File: config.mk
export PLATFORM = sky130hd
export DESIGN_NAME = proc_cfg_seq
export DESIGN_NICKNAME = d
export VERILOG_FILES = /design/src/rtl/proc_cfg_pkg.sv /design/src/rtl/frame_pos_counter.sv /design/src/rtl/proc_cfg_seq.sv
export SDC_FILE = /design/constraint.sdc
export NUM_CORES = 1
export LEC_CHECK = 0
export ABC_AREA = 1
export ABC_CLOCK_PERIOD_IN_PS = 3000
export CAP_MARGIN = 40
export CORE_AREA = 3 3 133 148
export CTS_CLUSTER_SIZE = 14
export DETAILED_ROUTE_END_ITERATION = 8
export DIE_AREA = 0 0 136 151
export PLACE_DENSITY_LB_ADDON = 0.08
export SLEW_MARGIN = 20
export SYNTH_ARGS = -nofsm -noshare
export SYNTH_HDL_FRONTEND = slang
export SYNTH_SLANG_ARGS = --single-unit
export TNS_END_PERCENT = 20
File: constraint.sdc
create_clock -name clk -period 3 [get_ports clk]
set_input_delay 0.6 -clock clk [delete_from_list [all_inputs] [get_ports clk]]
set_output_delay 0.6 -clock clk [all_outputs]
set_load 0.02 [all_outputs]
File: src/rtl/proc_cfg_pkg.sv
// Shared encodings for the processor configuration sequencer:
// FSM states, mode codes, register map and kernel tap selection.
package proc_cfg_pkg;

  typedef enum logic [2:0] {
    IDLE,
    WAIT_EOF,
    WR_KER,
    WR_MODE,
    RD_MODE,
    CHK
  } seq_state_t;

  typedef enum logic [1:0] {
    MODE_BYPASS  = 2'b00,
    MODE_INVERT  = 2'b01,
    MODE_CONV    = 2'b10,
    MODE_ILLEGAL = 2'b11
  } mode_t;

  localparam logic [4:0] ADDR_MODE = 5'h00;
  localparam logic [4:0] ADDR_K0   = 5'h04;
  localparam int         NUM_TAPS  = 9;
  localparam int         KER_W     = 8 * NUM_TAPS;

  function automatic logic [7:0] kernel_tap(input logic [KER_W-1:0] kernel,
                                            input logic [3:0] k);
    logic [KER_W-1:0] shifted;
    shifted = kernel >> {k, 3'b000};
    return shifted[7:0];
  endfunction

  function automatic logic is_hold_state(input seq_state_t s);
    return s inside {WR_KER, WR_MODE, RD_MODE, CHK};
  endfunction

endpackage

File: src/rtl/frame_pos_counter.sv
// Pixel position within a frame; advances the edge after en, wraps after the last pixel.
// No backpressure of its own: en low freezes the count.
module frame_pos_counter #(
  parameter int IMG_WIDTH  = 32,
  parameter int IMG_HEIGHT = 32,
  localparam int TOTAL = IMG_WIDTH * IMG_HEIGHT,
  localparam int CNT_W = (TOTAL > 1) ? $clog2(TOTAL) : 1
) (
  input  logic             clk,
  input  logic             resetn,
  input  logic             en,
  output logic [CNT_W-1:0] count,
  output logic             last
);

  assign last = (count == CNT_W'(TOTAL - 1));

  always_ff @(posedge clk) begin
    if (!resetn) begin
      count <= '0;
    end else if (en) begin
      count <= last ? '0 : count + CNT_W'(1);
    end
  end

endmodule

File: src/rtl/proc_cfg_seq.sv
// Frame-aligned processor reconfiguration: writes kernel/mode, reads mode back, reports done/err.
// Writes start the cycle after acceptance (idle frame) or frame end; req_ready low and pix_hold high while busy.
module proc_cfg_seq
  import proc_cfg_pkg::*;
#(
  parameter int IMG_WIDTH  = 32,
  parameter int IMG_HEIGHT = 32
) (
  input  logic        clk,
  input  logic        resetn,
  input  logic        req_valid,
  output logic        req_ready,
  input  logic [1:0]  req_mode,
  input  logic [71:0] req_kernel,
  input  logic        pix_valid,
  output logic        pix_hold,
  output logic        reg_write_en,
  output logic [4:0]  reg_addr,
  output logic [7:0]  reg_wdata,
  input  logic [7:0]  reg_rdata,
  output logic [1:0]  cur_mode,
  output logic        done,
  output logic        err
);

  localparam int TOTAL = IMG_WIDTH * IMG_HEIGHT;
  localparam int CNT_W = (TOTAL > 1) ? $clog2(TOTAL) : 1;

  seq_state_t       state_q, state_d;
  logic [3:0]       k_q;
  mode_t            mode_q;
  logic [KER_W-1:0] kernel_q;
  logic [CNT_W-1:0] pix_count;
  logic             pix_last;
  logic             accept, illegal_accept, mismatch;
  logic             unused_rdata;

  frame_pos_counter #(
    .IMG_WIDTH (IMG_WIDTH),
    .IMG_HEIGHT(IMG_HEIGHT)
  ) u_pos (
    .clk   (clk),
    .resetn(resetn),
    .en    (pix_valid & ~pix_hold),
    .count (pix_count),
    .last  (pix_last)
  );

  assign req_ready      = (state_q == IDLE);
  assign accept         = req_valid && req_ready;
  assign illegal_accept = accept && (mode_t'(req_mode) == MODE_ILLEGAL);
  assign mismatch       = (reg_rdata[1:0] != mode_q);
  // Only the two mode bits are architecturally defined in the readback.
  assign unused_rdata   = ^reg_rdata[7:2];

  always_comb begin
    state_d = state_q;
    case (state_q)
      IDLE: begin
        if (accept && !illegal_accept) begin
          if (pix_count == '0 && !pix_valid) begin
            state_d = (mode_t'(req_mode) == MODE_CONV) ? WR_KER : WR_MODE;
          end else begin
            state_d = WAIT_EOF;
          end
        end
      end
      WAIT_EOF: begin
        if (pix_last && pix_valid) begin
          state_d = (mode_q == MODE_CONV) ? WR_KER : WR_MODE;
        end
      end
      WR_KER:  if (k_q == 4'(NUM_TAPS - 1)) state_d = WR_MODE;
      WR_MODE: state_d = RD_MODE;
      RD_MODE: state_d = CHK;
      CHK:     state_d = IDLE;
      default: state_d = IDLE;
    endcase
  end

  always_comb begin
    reg_write_en = 1'b0;
    reg_addr     = ADDR_MODE;
    reg_wdata    = '0;
    case (state_q)
      WR_KER: begin
        reg_write_en = 1'b1;
        reg_addr     = ADDR_K0 + {1'b0, k_q};
        reg_wdata    = kernel_tap(kernel_q, k_q);
      end
      WR_MODE: begin
        reg_write_en = 1'b1;
        reg_wdata    = {6'b0, mode_q};
      end
      default: ;
    endcase
  end

  always_ff @(posedge clk) begin
    if (!resetn) begin
      state_q  <= IDLE;
      k_q      <= '0;
      mode_q   <= MODE_BYPASS;
      kernel_q <= '0;
      pix_hold <= 1'b0;
      cur_mode <= MODE_BYPASS;
      done     <= 1'b0;
      err      <= 1'b0;
    end else begin
      state_q  <= state_d;
      k_q      <= (state_q == WR_KER) ? k_q + 4'd1 : 4'd0;
      pix_hold <= is_hold_state(state_d);
      done     <= (state_q == CHK) || illegal_accept;
      err      <= ((state_q == CHK) && mismatch) || illegal_accept;
      if (accept) begin
        mode_q   <= mode_t'(req_mode);
        kernel_q <= req_kernel;
      end
      if (state_q == CHK && !mismatch) begin
        cur_mode <= mode_q;
      end
    end
  end

endmodule

# == Word level (Yosys, flattened, before mapping) ==
# Index checks and enable logic that the tools add are counted.
# op_classes
shift,1
bitwise_logic,2
n_reduce_logical,17
eq_ne,15
addsub,3
mux,11
# op_table
op,count
$shr A72 B7 Y8,1
$pmux W8 S2,1
$pmux W3 S5,1
$eq A3 B2 Y1 const B,4
$eq A3 B3 Y1 const B,4
$add A10 B1 Y10 const B,1
$eq A10 B10 Y1 const B,1
$logic_not A10 Y1,1
$mux W10,1
$mux W3,3
$logic_and A1 B1 Y1,7
$eq A2 B2 Y1 const B,3
$add A3 B4 Y5 const A,1
$mux W5,1
$add A4 B1 Y4 const B,1
$eq A4 B4 Y1 const B,1
$reduce_bool A4 Y1,1
$eq A3 B1 Y1 const B,1
$logic_not A1 Y1,3
$logic_not A3 Y1,1
$mux W1,3
$logic_or A1 B1 Y1,2
$mux W2,1
$ne A2 B2 Y1,1
4 further kinds,4
# word_totals
input_bits,86
elab_cells,58
register_bits,96
output_inout_bits,20

# == Depth between registers and ports, before layout ==
# logic_depth
ltp_word,9
ltp_mapped,10
depth_no_buf,9

# == Modules after synthesis ==
# A second synthesis with hierarchy kept.
# hier_totals
hier_cells,652
hier_area_um2,4523.1
# modules_own_cells
module,seq_area_each_um2,cells_each,instances,area_each_um2
proc_cfg_seq,1721.7,583,1,4000.1
frame_pos_counter,200.2,69,1,523.0

# == Worst setup path before layout ==
# Ideal clock, no wire load.
# synth_timing
path_type,reg2out
from,register k_q[1]
to,output port reg_wdata[2]
arrival_ps,1322
required_ps,2400
path_stages_with_launch,7
slack_ps,1078
path_buffers,2
path_cell_list,dfxtp_1 > buf_4 > buf_4 > o211ai_1 > nand3_1 > nand3_1 > a21oi_1
# synth_between
elab_chain_len,2
# synth_rtl
element,line_no,text
start: declaration,proc_cfg_seq.sv:30,logic [3:0] k_q;
start signal: assignment,proc_cfg_seq.sv:111,k_q <= (state_q == WR_KER) ? k_q + 4'd1 : 4'd0;
$shr A72 B7 Y8,proc_cfg_pkg.sv:29,"shifted = kernel >> {k, 3'b000};"
$pmux W8 S2,proc_cfg_seq.sv:85,case (state_q)
end: declaration,proc_cfg_seq.sv:19,"output logic [7:0] reg_wdata,"
# Every way passes these cells.

# == Worst setup path in the final report ==
# layout_timing
from,register k_q[1]
to,output port reg_wdata[4]
# Same word-level chain as after synthesis.

==> summary.log <==
INFO  run_status     outcome=finished, final reports clean
INFO  logic_synthesis synth_compound_area_share=21.74%
INFO  pwr            sw_frac_of_total=27.08%
INFO  logic_synthesis muxShareOfSynthArea=0%
INFO  pwr            power_density=526.4nW/um^2
INFO  layout         post_route_cells_drive_above_1_share=11.49%
INFO  sta            slew-limit-headroom=67.25%
INFO  layout         area_delta_synth_final=34.77%
INFO  detailed_routing routed_via_density=4.419
INFO  detailed_routing finalWirelength=14,000um
INFO  logic_synthesis ys.warnings.count=0
INFO  layout         final_core_utilization=33.31%
INFO  sta            min_period_over_period=94.90%
INFO  pwr            static-leakage-power=2.242nW
INFO  logic_synthesis post_synth_xor_area_fraction=1.738%
INFO  sta            timing.fmax=351.2MHz
INFO  pwr            power.share.sequential=44.6%
INFO  grt            grt_pass1_wl=22,430um
INFO  logic_synthesis syn_avg_cell_area=7.397um^2
INFO  layout         layout_commonest_cell=sky130_fd_sc_hd__nand2_1
INFO  worst_setup_path arrival_time_reported_for_the_critical_path_endpoint=2.25ns
INFO  place          gp_routability_congestion=0.7620
INFO  die            fp.dieArea=20,540um^2
INFO  worst_hold_path timing.hold.worst.class=reg2reg
INFO  detailed_routing detail_route.first_pass.iterations=4
INFO  die            die_h=151um
INFO  sta            setup_tns=0ns
INFO  grt            grt-ovfl-total=0
INFO  sta            rsz0062_at_grt=false
INFO  logic_synthesis postSynthRegisterBits=96
INFO  pwr            power.combinational.fraction=16.7%
INFO  layout         insertedDiodeCount=0
INFO  sta            timing.clock.skew=0.008900ns
INFO  detailed_routing wl_per_cell=14.76um
INFO  worst_setup_path worst-setup-path-type=reg2out
INFO  sta            final_setup_violations=0
INFO  sta            worst-slew-pin-transition=0.4905ns
INFO  clock_tree     clock_tree.htree_level_count=3
INFO  clock_tree     ctsLongestPathBuffers=2
INFO  logic_synthesis post_synth_instance_area=4534um^2
INFO  sta            slew_viol_final=0
INFO  detailed_routing post_route_drc_violation_count=0
INFO  pwr            internal-power=2.346mW
INFO  grt            grt_use_total=14.09%
INFO  sta            finalHoldWorstSlack=0.4490ns
INFO  logic_synthesis synth_fa_ha_area_share=1.656%
INFO  flow_run       timing.max_cap.violations=0
INFO  logic_synthesis synthesized_nets=705
INFO  clock_tree     clock_buffer_count_from_cts=9
INFO  layout         layout_nets=792
INFO  die            row_count=52
INFO  place          io_buffer_count=99
INFO  logic_synthesis netlist-cell-type-count=31
INFO  clock_tree     clkLatencyLatePin=0.35ns
INFO  layout         finalInstanceArea=6111um^2
INFO  die            boundaryPins=106
INFO  worst_setup_path cp_max_fo=13
INFO  grt            antenna_found_initial=0
INFO  die            core_area=18,350um^2
INFO  worst_setup_path worst_setup_path_start_kind=flop
INFO  detailed_routing detail-route-antenna-nets=0
INFO  place          dpl_cell_area=5769um^2
INFO  clock_tree     cts_hold_repair.buffers=0
INFO  clock_tree     tritoncts=yes
INFO  pwr            netSwitchingPower=870.9uW
INFO  detailed_routing vias=4,189
INFO  logic_synthesis dominant_combinational_cell_family_by_area_after_synthesis=simple AND/OR/NAND/NOR gates
INFO  die            initial_standard_cell_utilization_of_the_core=24.71%
INFO  clock_tree     clock_net_sink_count=96
INFO  grt            grt_pass1_vias=4,230
INFO  logic_synthesis proportion_of_synthesized_chip_area_in_sequential_cells=42.38%
INFO  layout         leading_cell_types_in_the_layout_fill_and_taps_excluded=sky130_fd_sc_hd__nand2_1 (128), sky130_fd_sc_hd__dfxtp_1 (94), sky130_fd_sc_hd__clkdlybuf4s50_1 (94)
INFO  sta            hold_viol=0
INFO  grt            grt_start_max_net_pins=82
INFO  die            chipWidth=136um
INFO  sta            post-route-min-period=2.847ns
INFO  logic_synthesis synth_simple_gate_area_share=22.88%
INFO  detailed_routing drt-initial-drc-count=247
INFO  pwr            peakVddDrop=254.7uV
INFO  worst_setup_path worst-endpoint-required=2.40ns
INFO  logic_synthesis postSynthCellCount=613
INFO  clock_tree     worst_setup_hold_path_clk_slew=0.07ns
INFO  worst_setup_path critPathCaptureType=primary output
INFO  clock_tree     cts.root.buffer_cell=sky130_fd_sc_hd__clkbuf_16
INFO  pwr            clock_power_share=38.8%
INFO  place          hpwl=10,260um
power groups by stage:
stage	registers, mW	logic [mW]	clock network [mW]
6_report	1.43	0.536	1.25
5_1_grt	1.44	0.605	1.33
4_1_cts	1.43	0.549	1.29
3_5_place_dp	1.46	0.546	0
3_3_place_gp	1.46	0.541	0
2_1_floorplan	1.45	0.330	0
stage by stage:
step,setup WS (ns),instances,power [mW]
2_1_floorplan,1.078,613,1.780
3_3_place_gp,0.2213,930,2.003
3_5_place_dp,0.1947,930,2.009
4_1_cts,0.01563,946,3.270
5_1_grt,0.0003419,948,3.384
6_report,0.1529,948,3.216
final timing paths:
check / to / slack [ns] / cells after the start / startpoint
setup / recovery: reg_wdata[4] / 0.15 / 7 / k_q[1]$_SDFF_PN0_
hold reg to reg: cur_mode[0]$_SDFFE_PN0P_ / 0.45 / 2 / cur_mode[0]$_SDFFE_PN0P_
setup reg to reg: pix_hold$_SDFF_PN0_ / 1.44 / 9 / u_pos.count[0]$_SDFFE_PN0P_
hold / removal: cur_mode[0]$_SDFFE_PN0P_ / 0.45 / 2 / cur_mode[0]$_SDFFE_PN0P_
critical path: stages, from the launching register on:
cell and delay, ns:
sky130_fd_sc_hd__dfxtp_4 0.39, sky130_fd_sc_hd__buf_4 0.21, sky130_fd_sc_hd__a21oi_1 0.12, sky130_fd_sc_hd__o21ai_0 0.11, sky130_fd_sc_hd__nand3_1 0.13, sky130_fd_sc_hd__nand3_1 0.13
sky130_fd_sc_hd__a21oi_1 0.15, sky130_fd_sc_hd__clkdlybuf4s50_1 0.64
cell type report:
| cell class | instances | area, um^2 |
|---|---|---|
| inverter | 59 | 226.5 |
| tap | 243 | 304.0 |
| sequential | 96 | 1929 |
| clock buffer | 11 | 232.7 |
| multi-input combinational | 421 | 2177 |
| timing repair buffer | 113 | 1160 |
| clock inverter | 5 | 81.33 |
| fill | 2004 | 12240 |
metal layers:
metal / track usage, % / routed length, um / up-vias
met3: 2.791 / 623 / 10
met4: 5.141 / 198 / 0
met2: 22.67 / 6415 / 84
li1: - / - / 2175
met1: 18.75 / 6757 / 1920
met5: 0 / 0 / -
cells in the mapped netlist:
library cell               number  area share [%]
sky130_fd_sc_hd__a21oi_1       88             9.7
sky130_fd_sc_hd__o211a_1        1            0.22
sky130_fd_sc_hd__buf_2         18             2.0
sky130_fd_sc_hd__a31oi_1        1            0.14
sky130_fd_sc_hd__o21ai_0       53             5.8
sky130_fd_sc_hd__or2_1          1            0.14
sky130_fd_sc_hd__clkinv_1       2            0.17
sky130_fd_sc_hd__nor4_4         1            0.47
sky130_fd_sc_hd__buf_8          1            0.33
sky130_fd_sc_hd__buf_6          4            0.99
sky130_fd_sc_hd__nand3_1       36             4.0
sky130_fd_sc_hd__nand3_4        1            0.39
sky130_fd_sc_hd__clkbuf_1       9            0.74
sky130_fd_sc_hd__o211ai_1      13             2.2
sky130_fd_sc_hd__nor3_1         2            0.22
sky130_fd_sc_hd__nor3_2         1            0.22
sky130_fd_sc_hd__nand2_2       19             2.6
sky130_fd_sc_hd__nor3_4         1            0.36
sky130_fd_sc_hd__inv_2          5            0.41
sky130_fd_sc_hd__nand4_1        3            0.41
sky130_fd_sc_hd__nor2_4         2            0.50
sky130_fd_sc_hd__buf_4          3            0.50
sky130_fd_sc_hd__a21oi_2       19             3.7
sky130_fd_sc_hd__ha_1           6             1.7
sky130_fd_sc_hd__xnor2_1        5            0.97
sky130_fd_sc_hd__buf_1          2            0.17
sky130_fd_sc_hd__nor2_1        36             3.0
sky130_fd_sc_hd__dfxtp_1       96              42
sky130_fd_sc_hd__inv_1         52             4.3
sky130_fd_sc_hd__nand2_1      128              11
sky130_fd_sc_hd__xor2_1         4            0.77
kinds of logic after synthesis:
| logic type | Yosys count |
|---|---|
| buf+inv | 96 |
| simple gates | 231 |
| compound gates | 175 |
| fa+ha+maj | 6 |
| flops | 96 |
| xor+xnor | 9 |
registers in the layout (all words and copies together) (netlist names):
signal,cells
done,1
kernel_q,72
pix_hold,1
err,1
state_q,3
mode_q,2
k_q,4
u_pos.count,10
cur_mode,2
timing repair:
item,CTS,global route
resized for setup,5,5
pin swaps,0,1
setup endpoints to repair,8,5
setup buffers,0,2
Power figures use the tool's default switching activity.
